$ cat src/rtl/ualink_dpmem_fifo_ctrl_if.sv
// Stream and dual-port RAM signals of the dpmem FIFO controller.
// The controller takes the master view; the upstream/downstream/RAM side takes the slave view.
interface ualink_dpmem_fifo_ctrl_if #(
    parameter int DPADDR_WIDTH = 8,
    parameter int DPDATA_WIDTH = 64
);
    logic                    s_valid;
    logic                    s_ready;
    logic [DPDATA_WIDTH-1:0] s_data;
    logic                    m_valid;
    logic                    m_ready;
    logic [DPDATA_WIDTH-1:0] m_data;
    logic                    ram_we_a;
    logic [DPADDR_WIDTH-1:0] ram_addr_a;
    logic [DPDATA_WIDTH-1:0] ram_din_a;
    logic                    ram_we_b;
    logic [DPADDR_WIDTH-1:0] ram_addr_b;
    logic [DPDATA_WIDTH-1:0] ram_din_b;
    logic [DPDATA_WIDTH-1:0] ram_dout_b;

    modport master (
        input  s_valid, s_data, m_ready, ram_dout_b,
        output s_ready, m_valid, m_data,
        output ram_we_a, ram_addr_a, ram_din_a,
        output ram_we_b, ram_addr_b, ram_din_b
    );

    modport slave (
        output s_valid, s_data, m_ready, ram_dout_b,
        input  s_ready, m_valid, m_data,
        input  ram_we_a, ram_addr_a, ram_din_a,
        input  ram_we_b, ram_addr_b, ram_din_b
    );
endinterface

$ cat src/rtl/ualink_dpmem_fifo_ctrl.sv
// Valid/ready FIFO over a dual-port RAM: port A writes, port B reads, and a
// 2-entry output buffer hides the RAM's registered read latency.
module ualink_dpmem_fifo_ctrl #(
    parameter int DPADDR_WIDTH = 8,
    parameter int DPDATA_WIDTH = 64
) (
    input  logic                      axi_aclk,
    input  logic                      axi_resetn,
    input  logic                      flush,
    ualink_dpmem_fifo_ctrl_if.master  bus,
    output logic [DPADDR_WIDTH:0]     level,
    output logic                      full,
    output logic                      empty
);

    localparam int PW = DPADDR_WIDTH + 1;
    localparam logic [PW-1:0] DEPTH = PW'(1) << DPADDR_WIDTH;

    typedef enum logic [1:0] {
        OB_EMPTY = 2'd0,
        OB_ONE   = 2'd1,
        OB_TWO   = 2'd2
    } ob_state_e;

    logic [PW-1:0]                       wr_ptr_q, wr_ptr_d;
    logic [PW-1:0]                       rd_ptr_q, rd_ptr_d;
    logic                                inflight_q, inflight_d;
    ob_state_e                           ob_state_q, ob_state_d;
    logic [1:0][DPDATA_WIDTH-1:0]        obuf_q, obuf_d;
    logic                                m_valid_q, m_valid_d;

    logic                                s_ready;
    logic                                wr_en;
    logic                                pop;
    logic                                push;
    logic                                issue;
    logic [2:0]                          occ;
    logic                                wr_slot;

    // Handshake and issue decisions, all from registered state plus live inputs.
    always_comb begin
        level   = wr_ptr_q - rd_ptr_q;
        full    = (level == DEPTH);
        s_ready = !full && !flush;
        // Gating on reset keeps the RAM write strobe low while held in reset.
        wr_en   = bus.s_valid && s_ready && axi_resetn;
        pop     = m_valid_q && bus.m_ready;
        push    = inflight_q;
        occ     = {1'b0, ob_state_q} + {2'b00, inflight_q} - {2'b00, pop};
        issue   = (level != '0) && (occ < 3'd2);
        empty   = (level == '0) && (ob_state_q == OB_EMPTY) && !inflight_q;
        wr_slot = (ob_state_q == OB_TWO) || ((ob_state_q == OB_ONE) && !pop);
    end

    always_comb begin
        wr_ptr_d   = wr_ptr_q + PW'(wr_en);
        rd_ptr_d   = rd_ptr_q + PW'(issue);
        inflight_d = issue;

        obuf_d = obuf_q;
        if (pop) begin
            obuf_d[0] = obuf_q[1];
        end
        // Returning word lands behind whatever survives this cycle's pop.
        if (push) begin
            obuf_d[wr_slot] = bus.ram_dout_b;
        end

        ob_state_d = ob_state_q;
        unique case (ob_state_q)
            OB_EMPTY: if (push)              ob_state_d = OB_ONE;
            OB_ONE: begin
                if (push && !pop)            ob_state_d = OB_TWO;
                else if (!push && pop)       ob_state_d = OB_EMPTY;
            end
            OB_TWO:   if (pop && !push)      ob_state_d = OB_ONE;
            default:                         ob_state_d = OB_EMPTY;
        endcase

        // Flush wins over everything, including a read returning this cycle.
        if (flush) begin
            wr_ptr_d   = '0;
            rd_ptr_d   = '0;
            inflight_d = 1'b0;
            ob_state_d = OB_EMPTY;
        end

        m_valid_d = (ob_state_d != OB_EMPTY);
    end

    always_ff @(posedge axi_aclk or negedge axi_resetn) begin
        if (!axi_resetn) begin
            wr_ptr_q   <= '0;
            rd_ptr_q   <= '0;
            inflight_q <= 1'b0;
            ob_state_q <= OB_EMPTY;
            obuf_q     <= '0;
            m_valid_q  <= 1'b0;
        end else begin
            wr_ptr_q   <= wr_ptr_d;
            rd_ptr_q   <= rd_ptr_d;
            inflight_q <= inflight_d;
            ob_state_q <= ob_state_d;
            obuf_q     <= obuf_d;
            m_valid_q  <= m_valid_d;
        end
    end

    assign bus.s_ready    = s_ready;
    assign bus.m_valid    = m_valid_q;
    assign bus.m_data     = obuf_q[0];
    assign bus.ram_we_a   = wr_en;
    assign bus.ram_addr_a = wr_ptr_q[DPADDR_WIDTH-1:0];
    assign bus.ram_din_a  = bus.s_data;
    assign bus.ram_we_b   = 1'b0;
    assign bus.ram_addr_b = rd_ptr_q[DPADDR_WIDTH-1:0];
    assign bus.ram_din_b  = '0;

    ap_no_obuf_overflow: assert property (@(posedge axi_aclk) disable iff (!axi_resetn || flush)
        !(inflight_q && !pop && (ob_state_q == OB_TWO)));

    ap_level_bounded: assert property (@(posedge axi_aclk) disable iff (!axi_resetn)
        level <= DEPTH);

    ap_no_write_when_full: assert property (@(posedge axi_aclk) disable iff (!axi_resetn)
        !(wr_en && full));

endmodule

$ cat src/flat_wrapper.sv
// flat-port wrapper written by rule: the top's interface ports become plain ports
module ualink_dpmem_fifo_ctrl_flat 
#(
    parameter int DPADDR_WIDTH = 8,
    parameter int DPDATA_WIDTH = 64
)
  (axi_aclk, axi_resetn, flush, level, full, empty, bus_s_valid, bus_s_data, bus_m_ready, bus_ram_dout_b, bus_s_ready, bus_m_valid, bus_m_data, bus_ram_we_a, bus_ram_addr_a, bus_ram_din_a, bus_ram_we_b, bus_ram_addr_b, bus_ram_din_b);
  ualink_dpmem_fifo_ctrl_if #(.DPADDR_WIDTH(DPADDR_WIDTH), .DPDATA_WIDTH(DPDATA_WIDTH)) bus_i ();
  input  logic axi_aclk;
  input  logic axi_resetn;
  input  logic flush;
  output logic [DPADDR_WIDTH:0] level;
  output logic full;
  output logic empty;
  input wire logic [$bits(bus_i.s_valid)-1:0] bus_s_valid;
  input wire logic [$bits(bus_i.s_data)-1:0] bus_s_data;
  input wire logic [$bits(bus_i.m_ready)-1:0] bus_m_ready;
  input wire logic [$bits(bus_i.ram_dout_b)-1:0] bus_ram_dout_b;
  output wire logic [$bits(bus_i.s_ready)-1:0] bus_s_ready;
  output wire logic [$bits(bus_i.m_valid)-1:0] bus_m_valid;
  output wire logic [$bits(bus_i.m_data)-1:0] bus_m_data;
  output wire logic [$bits(bus_i.ram_we_a)-1:0] bus_ram_we_a;
  output wire logic [$bits(bus_i.ram_addr_a)-1:0] bus_ram_addr_a;
  output wire logic [$bits(bus_i.ram_din_a)-1:0] bus_ram_din_a;
  output wire logic [$bits(bus_i.ram_we_b)-1:0] bus_ram_we_b;
  output wire logic [$bits(bus_i.ram_addr_b)-1:0] bus_ram_addr_b;
  output wire logic [$bits(bus_i.ram_din_b)-1:0] bus_ram_din_b;
  assign bus_i.s_valid = bus_s_valid;
  assign bus_i.s_data = bus_s_data;
  assign bus_i.m_ready = bus_m_ready;
  assign bus_i.ram_dout_b = bus_ram_dout_b;
  assign bus_s_ready = bus_i.s_ready;
  assign bus_m_valid = bus_i.m_valid;
  assign bus_m_data = bus_i.m_data;
  assign bus_ram_we_a = bus_i.ram_we_a;
  assign bus_ram_addr_a = bus_i.ram_addr_a;
  assign bus_ram_din_a = bus_i.ram_din_a;
  assign bus_ram_we_b = bus_i.ram_we_b;
  assign bus_ram_addr_b = bus_i.ram_addr_b;
  assign bus_ram_din_b = bus_i.ram_din_b;
  ualink_dpmem_fifo_ctrl #(.DPADDR_WIDTH(DPADDR_WIDTH), .DPDATA_WIDTH(DPDATA_WIDTH)) u_core (.axi_aclk(axi_aclk), .axi_resetn(axi_resetn), .flush(flush), .bus(bus_i), .level(level), .full(full), .empty(empty));
endmodule
$ cat config.mk
export PLATFORM = sky130hd
export DESIGN_NAME = ualink_dpmem_fifo_ctrl_flat
export DESIGN_NICKNAME = d
export VERILOG_FILES = /design/src/rtl/ualink_dpmem_fifo_ctrl_if.sv /design/src/rtl/ualink_dpmem_fifo_ctrl.sv /design/src/flat_wrapper.sv
export SDC_FILE = /design/constraint.sdc
export NUM_CORES = 1
export LEC_CHECK = 0
export ABC_AREA = 1
export BUFFER_PORTS_ARGS = -buffer_cell sky130_fd_sc_hd__buf_2
export CORE_AREA = 2 2 139 141
export CTS_BUF_LIST = sky130_fd_sc_hd__clkbuf_8
export DETAILED_ROUTE_END_ITERATION = 10
export DIE_AREA = 0 0 141 143
export GPL_TIMING_DRIVEN = 0
export PLACE_DENSITY = 0.84
export RECOVER_POWER = 50
export SYNTH_ARGS = -nofsm -noshare
export SYNTH_HDL_FRONTEND = slang
export SYNTH_SLANG_ARGS = --single-unit
$ cat constraint.sdc
create_clock -name axi_aclk -period 6.2 [get_ports axi_aclk]
set_input_delay 0.31 -clock axi_aclk [delete_from_list [all_inputs] [get_ports axi_aclk]]
set_output_delay 0.31 -clock axi_aclk [all_outputs]
set_load 0.05 [all_outputs]
==> results.sh <==
export IMPL_grt_pass1_vias=6573
export IMPL_grt_first_pass_wirelength_mm=32.16
export IMPL_total_power_w=0.005773
export IMPL_num_fill_cells=1646
export IMPL_holdWs_ps=111.9
export IMPL_syn_area_um2=8753
export IMPL_wl_per_cell_um=13.71
export IMPL_critPathKind="register to register"
export IMPL_die_width_um=141
export IMPL_synth_seq_area_share_pct=42.88
export IMPL_antenna_cells=0
export IMPL_fmax_mhz=269.5
export IMPL_register_area_um2=3754
export IMPL_wirelength_mm=20.52
export IMPL_skew_ps=9.956
export IMPL_syn_avg_cell_area_um2=9.312
export IMPL_vias=6893
export IMPL_dieArea_um2=20160
export IMPL_p_leak_nw=5.857
export IMPL_hold_viol_final=0
export IMPL_overflow=0
export IMPL_rows=50
export IMPL_grt_max_degree=94
export IMPL_cp_max_fo=10
export IMPL_port_buffers=225
export IMPL_cts_tree="done"
export IMPL_antenna_found_initial=0
export IMPL_hp_class="input pin to register"
export IMPL_yosys_area_top_type="dfrtp_1"
export IMPL_drt_iter0_drc=300
export IMPL_track_usage_pct=20.00
export IMPL_syn_to_final_growth_pct=22.93
export IMPL_ant_nets=0
export IMPL_rsz0062_at_grt="false"
export IMPL_worst_pin_slew_ps=642.7
export IMPL_p_per_area_nw_per_um2=536.5
export IMPL_fin_nets=1400
export IMPL_drcViolationCount=0
export IMPL_maxCapViolCount=0
export IMPL_path_clk_slew_ps=90
export IMPL_slew_headroom_pct=57.15
export IMPL_cts_root_buffer="clkbuf_8"
export IMPL_peakVddDrop_v=0.0002172
export IMPL_ys_types=29
export IMPL_drt_first_pass_iters=4
export IMPL_crit_required_ps=6560
export IMPL_synth_top_cell_area_share_pct=42.88
export IMPL_post_cts_buffers=0
export IMPL_cp_arrival_ps=4070
export IMPL_start_kind="register"
export IMPL_synth_warning_count=0
export IMPL_dp_hpwl_mm=15.00
export IMPL_period_needed_ps=3711
export IMPL_htree_levels=4
export IMPL_die_h_um=143
export IMPL_ys_ff_latch=150
export IMPL_cts_buffer_depth=2
export IMPL_layout_drive_gt1_share_pct=37.45
export IMPL_period_share_pct=59.85
export IMPL_multi_input_area_um2=3218
export IMPL_cts_made_buffers=17
export IMPL_cts_sinks=150
export IMPL_setup_violations_final=0
export IMPL_slew_violations=0
export IMPL_crit_path_end_kind="register"
export IMPL_clk_latency_ps=440
export IMPL_vias_per_cell=4.605
export IMPL_start_util_pct=47.11
export IMPL_ctsHoldBuffers=1
export IMPL_synthTopCellsByArea="dfrtp_1 43%, buf_4 18%, mux2_4 10%"
export IMPL_tns_ps=0
export IMPL_finalWeightedCongestion=0.8486
export IMPL_post_cts_resized=0
export IMPL_core_area_um2=18580
export IMPL_boundaryPins=356
export IMPL_utilization_pct=57.91
export IMPL_netlist_instances=940
export IMPL_status="finished, final reports clean"
## through the flow
step	cell area, um2	worst slack [ps]	cells
detailed placement	10450	2519	1464
CTS	10860	2493	1497
global placement	10410	1682	1463
global route	10760	2101	1497
finish	10760	2489	1497
floorplan	8994	2002	1004
## report_power, final
group	total [W]	switching (W)	internal, W
Clock	0.000780	0.000412	0.000368
Sequential	0.00169	0.000258	0.00144
Combinational	0.00330	0.00208	0.00122
## final timing paths
path / start / to / slack (ps) / cells after the start
worst max register to register: u_core.bus.m_valid / u_core.rd_ptr_q[8] / 2490 / 20
worst max-delay path: u_core.bus.m_valid / u_core.rd_ptr_q[8] / 2490 / 20
min in group asynchronous: axi_resetn / u_core.bus.m_data[57] / 410 / 2
max in group asynchronous: axi_resetn / u_core.obuf_q[86] / 4930 / 3
worst min register to register: u_core.wr_ptr_q[8] / u_core.wr_ptr_q[8] / 480 / 1
worst min-delay path: bus_ram_dout_b[35] / u_core.obuf_q[99] / 110 / 2
## kinds of logic (layout without fill, tap and decap cells)
| group | after synthesis | after routing | synth area share, % |
|---|---|---|---|
| buffers and inverters | 299 | 558 | 23.10 |
| adders and majority gates | 17 | 17 | 2.602 |
| other | 1 | 65 | 0.04284 |
| xor gates and xnor gates | 2 | 2 | 0.2002 |
| and+or+nand+nor | 313 | 313 | 14.01 |
| DFF | 150 | 150 | 42.88 |
| muxes | 64 | 64 | 10.81 |
| AOI/OAI and AO/OA | 94 | 94 | 6.361 |
## state kept, by name (all words and copies together), names as in the netlist
signal,cells
u_core.bus.m_data,64
u_core.bus.m_valid,1
u_core.inflight_q,1
u_core.ob_state_q,2
u_core.obuf_q,64
u_core.rd_ptr_q,9
u_core.wr_ptr_q,9
## area by class of cell
class                      count  share of cell area (%)
buffer                       247                   16.98
clock buffer                  17                   2.174
clock inverter                15                   1.570
inverter                      52                   1.814
multi-input combinational    555                   29.91
sequential                   150                   34.88
tap                          234                   2.721
timing repair buffer         227                   9.954
## critical path, stage by stage (launching register included)
cell	delay (ps)
dfrtp_1	360
nand2_1	150
inv_1	110
clkbuf_1	410
ha_1	320
or2_2	300
fa_1	490
o21ai_0	80
a21oi_1	130
nand2_1	90
inv_1	70
ha_1	160
ha_1	160
nand2_1	60
inv_1	70
nand2_1	80
nor2_1	130
nand3_1	100
nor2_1	140
o21ai_0	90
a21oi_1	150
## placed cells by master, fill, tap and decap left out, types with 2 or more instances in the layout
| cell | Yosys | final |
|---|---|---|
| clkinvlp_4 | 0 | 3 |
| buf_6 | 1 | 2 |
| conb_1 | 1 | 65 |
| buf_4 | 209 | 209 |
| nor2_2 | 2 | 2 |
| o21ai_0 | 10 | 10 |
| dfrtp_1 | 150 | 150 |
| a21oi_1 | 18 | 18 |
| clkbuf_1 | 21 | 100 |
| nor2_1 | 93 | 93 |
| clkbuf_8 | 0 | 17 |
| inv_6 | 0 | 5 |
| nand2_1 | 187 | 187 |
| nand3_1 | 21 | 21 |
| buf_12 | 6 | 6 |
| nor3_1 | 4 | 4 |
| bufinv_16 | 0 | 2 |
| or2_2 | 2 | 2 |
| clkinv_4 | 0 | 3 |
| nand4_1 | 3 | 3 |
| mux2_4 | 60 | 60 |
| a31oi_1 | 64 | 64 |
| buf_1 | 2 | 2 |
| buf_2 | 8 | 153 |
| fa_1 | 2 | 2 |
| mux2_2 | 4 | 4 |
| ha_1 | 15 | 15 |
| inv_1 | 51 | 51 |
## Yosys cell counts
cell      instances
inv_1            51
dfrtp_1         150
a21oi_1          18
o21ai_0          10
fa_1              2
nand3_1          21
mux2_4           60
conb_1            1
or2_1             1
inv_2             1
buf_4           209
o21a_1            1
buf_1             2
xnor2_1           1
a21oi_2           1
nand2_1         187
nand4_1           3
buf_2             8
mux2_2            4
ha_1             15
xor2_1            1
buf_6             1
a31oi_1          64
clkbuf_1         21
or2_2             2
buf_12            6
nor3_1            4
nor2_2            2
nor2_1           93
## layer usage
metal	global-route usage, %	up-vias	part of all wire [%]
met4	6.474	0	0.81
met5	0	-	0
met3	3.488	12	5.2
met1	26.06	3263	44
met2	34.07	234	50
li1	-	3384	-
Note: power is estimated with default switching activity, not from simulation.
